[config.mk]
export PLATFORM = sky130hd
export DESIGN_NAME = oam_scan_writer
export DESIGN_NICKNAME = d
export VERILOG_FILES = /design/src/rtl/oam_scan_writer.sv
export SDC_FILE = /design/constraint.sdc
export NUM_CORES = 1
export LEC_CHECK = 0
export CORE_ASPECT_RATIO = 1.25
export CORE_MARGIN = 3
export CORE_UTILIZATION = 50
export CTS_CLUSTER_DIAMETER = 120
export DETAILED_ROUTE_END_ITERATION = 10
export GPL_ROUTABILITY_DRIVEN = 0
export PLACE_DENSITY = 0.88
export SYNTH_ARGS = -nofsm -noshare
export SYNTH_HDL_FRONTEND = slang
export SYNTH_SLANG_ARGS = --single-unit
[constraint.sdc]
create_clock -name clk -period 6.63 [get_ports clk]
set_input_delay 0.9945 -clock clk [delete_from_list [all_inputs] [get_ports clk]]
set_output_delay 0.9945 -clock clk [all_outputs]
set_load 0.1 [all_outputs]
[src/rtl/oam_scan_writer.sv]
// Mode-2 OAM scanner: walks every OAM entry's Y byte against the current line
// and writes up to N_SLOTS hits, in ascending OAM order, into the sprite store.
module oam_scan_writer #(
  parameter int N_SLOTS   = 10,
  parameter int N_ENTRIES = 40
) (
  input  logic               clk,
  input  logic               rst_n,
  input  logic               scan_start,
  input  logic [7:0]         ly,
  input  logic               obj_tall,
  output logic [7:0]         oam_addr,
  output logic               oam_rd,
  input  logic [7:0]         oam_y,
  output logic [N_SLOTS-1:0] store_we,
  output logic [5:0]         store_idx,
  output logic [3:0]         store_line,
  output logic [3:0]         sprite_count,
  output logic               scan_busy,
  output logic               scan_done
);

  typedef enum logic [1:0] {
    IDLE,
    ADDR,
    CMP,
    DONE
  } state_t;

  localparam logic [5:0] LAST_ENTRY = 6'(N_ENTRIES - 1);
  localparam logic [3:0] SLOT_CAP   = 4'(N_SLOTS);

  state_t      state;
  logic [5:0]  entry;
  logic [7:0]  ly_q;

  logic [8:0]         diff;
  logic [8:0]         height;
  logic               hit;
  logic               room;
  logic [N_SLOTS-1:0] slot_sel;

  // Screen Y is OAM Y minus 16; the 9th bit catches sprites that start below ly.
  always_comb begin
    diff     = {1'b0, ly_q} + 9'd16 - {1'b0, oam_y};
    height   = obj_tall ? 9'd16 : 9'd8;
    hit      = !diff[8] && (diff < height);
    room     = sprite_count < SLOT_CAP;
    slot_sel = {{(N_SLOTS-1){1'b0}}, 1'b1} << sprite_count;
  end

  always_ff @(posedge clk) begin
    if (!rst_n) begin
      state        <= IDLE;
      entry        <= '0;
      ly_q         <= '0;
      sprite_count <= '0;
      store_we     <= '0;
      store_idx    <= '0;
      store_line   <= '0;
      oam_addr     <= '0;
      oam_rd       <= 1'b0;
      scan_busy    <= 1'b0;
      scan_done    <= 1'b0;
    end else begin
      store_we  <= '0;
      scan_done <= 1'b0;
      // A start pulse wins in every state, so a hit being compared now is dropped.
      if (scan_start) begin
        state        <= ADDR;
        ly_q         <= ly;
        entry        <= '0;
        sprite_count <= '0;
        oam_addr     <= '0;
        oam_rd       <= 1'b1;
        scan_busy    <= 1'b1;
      end else begin
        case (state)
          IDLE: ;
          ADDR: begin
            oam_rd <= 1'b0;
            state  <= CMP;
          end
          CMP: begin
            if (hit && room) begin
              store_we     <= slot_sel;
              store_idx    <= entry;
              store_line   <= diff[3:0];
              sprite_count <= sprite_count + 4'd1;
            end
            if (entry == LAST_ENTRY) begin
              state     <= DONE;
              scan_busy <= 1'b0;
              scan_done <= 1'b1;
            end else begin
              entry    <= entry + 6'd1;
              state    <= ADDR;
              oam_addr <= {entry + 6'd1, 2'b00};
              oam_rd   <= 1'b1;
            end
          end
          DONE: state <= IDLE;
          default: state <= IDLE;
        endcase
      end
    end
  end

endmodule
==> metrics.txt <==
critical path type=in2reg; CTS buffer count=5; post-route insts no fill=349; Syn Std Cell Area=2250 um2; 1st-iter DRT viols=97; Top delay family on crit path=simple AND/OR/NAND/NOR gates; share of cells above drive strength 1=0.0614; DRC=0; post-layout minimum cycle time=4.28 ns; max capacitance violation total=0; worst-path cell chain=clkdlybuf4s50_1, inv_1, ha_1, ha_1, a21o_1, a21oi_1, xnor2_1, ha_1, o21ai_1, and4b_1, o2111ai_2, or3_1, nor3_1; clk_skew=approximately 0.0023 ns; CP required=about 6.9 ns; Die Span Y=81.0 um; RR Endpoint=store_we[4]; Clock Path Buffers=2; Post-Place Setup Slack=2.08 ns; register clock-pin slew on the reported worst setup and hold paths=0.08 ns; Peak VDD IR=around 0.11 mV; worst path buffer plus inverter count=2; status=finished, final reports clean; vias per cell=5.59; first-pass GRT wire length=8.48 mm; startpoint types=input pin; routed vias=1950; CP max stage delay=0.66 ns; leak pwr=1.11 nW; worst hold path stage count=2; Placed Cells=341; pwr dens=between 150 and 200 nW/um2; RSZ-0062 raised after global routing=no; Synth top area share=0.382; final setup fails=0; CTS tree=yes; synth warn=0; worst setup margin=2.35 ns; Critical Path End=store_we[4]; placed cell areas=about 2800 um2; Hold Fails Final Rpt=0; number of I/O port buffers=52; Die ar.=5350 um2; fmax=234 MHz; antenna violations before repair=0; fin. max-slew vios=0; GR Util All Layers=0.204; design area=about 2900 um2; fin crit share=0.645; dpl hpwl=3.92 mm; R2R Path Start=ly_q[2]; H-tree levels=2; PostCTS Resize Cnt=0; vias in the first global route=1948; sequential cell area fraction in the yosys report=0.382; Main synth FF type=dfxtp_1; Critical path origin=oam_y[2]; Routed WL=5.11 mm; setup TNS=0 ns; Post-Syn Instances=between 200 and 250; wire per inst=14.7 um; Root Buffer Master=clkbuf_8; Post-CTS Setup Inserts=0; slowest CP cell=or3_1; Area Growth Syn to Fin=28.0%; number of synthesized flops with an enable pin=0; # IOs=between 50 and 60; Crit. End Element=flop; number of diodes=0; largest net degree at the start of global routing=22; Synth cell types=45; # hold bufs at CTS=0; Yosys top cell by area=dfxtp_1; core area=roughly 4200 um2; Worst EP arrival=4.50 ns; Initial Util=0.536; FF+latch count, synth=43; crit-path max FO=14; TritonRoute pass-1 iters=4; cell depth of the worst flop-to-flop path=11; GRT overflow=0; syn_area_per_cell=a little over 9 um2; Max transition margin=0.341; worst-skew pair later-pin latency=0.30 ns; CP dominant cell by count=ha_1; Worst Hold Class=reg2reg; asr flop ratio synth=0; Rows=26; Layout fillers=about 320; ANT nets after route=0; Clock Sink Count=43; Synth area leaders=dfxtp_1 (38%), ha_1 (14%), inv_1 (4.5%), mux2i_1 (4.4%), a21oi_1 (4.2%); die width=66.0 um; final net count=338; Levels on crit path=13; Slew @ Worst Pin=0.985 ns; reg-to-reg slack, setup=3.23 ns
==> cell usage after synthesis, types with 2 or more instances <==
cell type,n
nand3_1,3
mux2i_1,10
o31ai_1,9
nand2b_1,3
a21oi_1,19
nor3_2,2
o21ai_0,6
a31oi_1,4
and2_1,2
a211oi_1,3
buf_1,2
inv_1,27
ha_1,25
clkbuf_1,8
or3_1,2
nor3_1,5
xnor2_1,4
and3_1,2
dfxtp_1,43
nor2_1,22
buf_4,2
xor2_1,4
nand2_1,5
nand4_1,9
nor4_1,2
nor4_2,4
==> cells in the final DEF (no fill, tap or decap), types with 3 or more instances in the layout <==
master	instances
a211oi_1	3
nor2_1	22
nand2_1	5
nand2b_1	3
nor3_1	5
ha_1	25
o31ai_1	9
o21ai_0	6
mux2i_1	10
clkbuf_8	7
nand4_1	9
xor2_1	4
a21oi_1	19
dfxtp_1	43
nor4_2	4
clkdlybuf4s50_1	52
inv_1	27
xnor2_1	4
nand3_1	3
a31oi_1	4
==> per-stage QoR <==
step / util / hold WS, ns / power (mW)
after global placement: 0.662 / 0.469 / 0.365
after floorplan: - / 0.460 / 0.343
final: 0.686 / 0.479 / 0.550
after global routing: 0.686 / 0.510 / 0.579
after detailed placement: 0.662 / 0.471 / 0.370
after CTS: 0.686 / 0.484 / 0.554
==> registers in the layout, summed over array words and instances, names as in the netlist <==
name and count:
entry 6, ly_q 8, oam_rd 1, scan_busy 1
scan_done 1, sprite_count 4, state 2, store_idx 6
store_line 4, store_we 10
==> report_power, final <==
group          total [mW]  switching, mW  internal [mW]
Sequential          0.266        0.00318          0.263
Combinational      0.0978         0.0598         0.0380
Clock               0.186         0.0913         0.0948
Total               0.550          0.154          0.396
==> logic make-up (layout without fill, tap and decap cells) <==
kind of cell,after synthesis,in the layout,share of synthesized area
other cells,1,2,0.00167
simple gates,64,64,0.160
fa+ha+maj,26,26,0.148
flops,43,43,0.382
compound gates,52,52,0.152
mux,11,11,0.0495
buf+inv,41,87,0.0756
xor+xnor,8,8,0.0311
==> tightest hold or removal path: stages, from the launching register on <==
cell	delay [ns]
dfxtp_1	0.32
o31ai_1	0.06
a21oi_1	0.06
==> layout make-up <==
| type | instances | area, um2 | area share |
|---|---|---|---|
| Tap cell | 56 | 70.1 | 0.0243 |
| Clock buffer | 7 | 96.3 | 0.0334 |
| Multi-Input combinational cell | 163 | 1220 | 0.425 |
| Sequential cell | 43 | 861 | 0.299 |
| Inverter | 27 | 101 | 0.0352 |
| Clock inverter | 1 | 7.51 | 0.00261 |
| Timing Repair Buffer | 52 | 520 | 0.181 |
==> per-layer routing <==
layer | vias to the layer above | wire, um | track usage
li1 | 947 | - | -
met1 | 925 | 1990 | 0.214
met2 | 71 | 2750 | 0.390
met3 | 7 | 287 | 0.0443
met4 | 0 | 89 | 0.0793
met5 | - | 0 | 0
==> worst min-delay path by stage <==
stage	to	startpoint	slack, ns
floorplan	ly_q[0]	ly_q[0]	0.46
global placement	store_idx[0]	store_idx[0]	0.47
detailed placement	store_idx[4]	store_idx[4]	0.47
CTS	store_idx[4]	store_idx[4]	0.48
global route	store_idx[4]	store_idx[4]	0.51
finish	store_idx[3]	store_idx[3]	0.48
No activity file was read; power rests on OpenSTA's default activity.
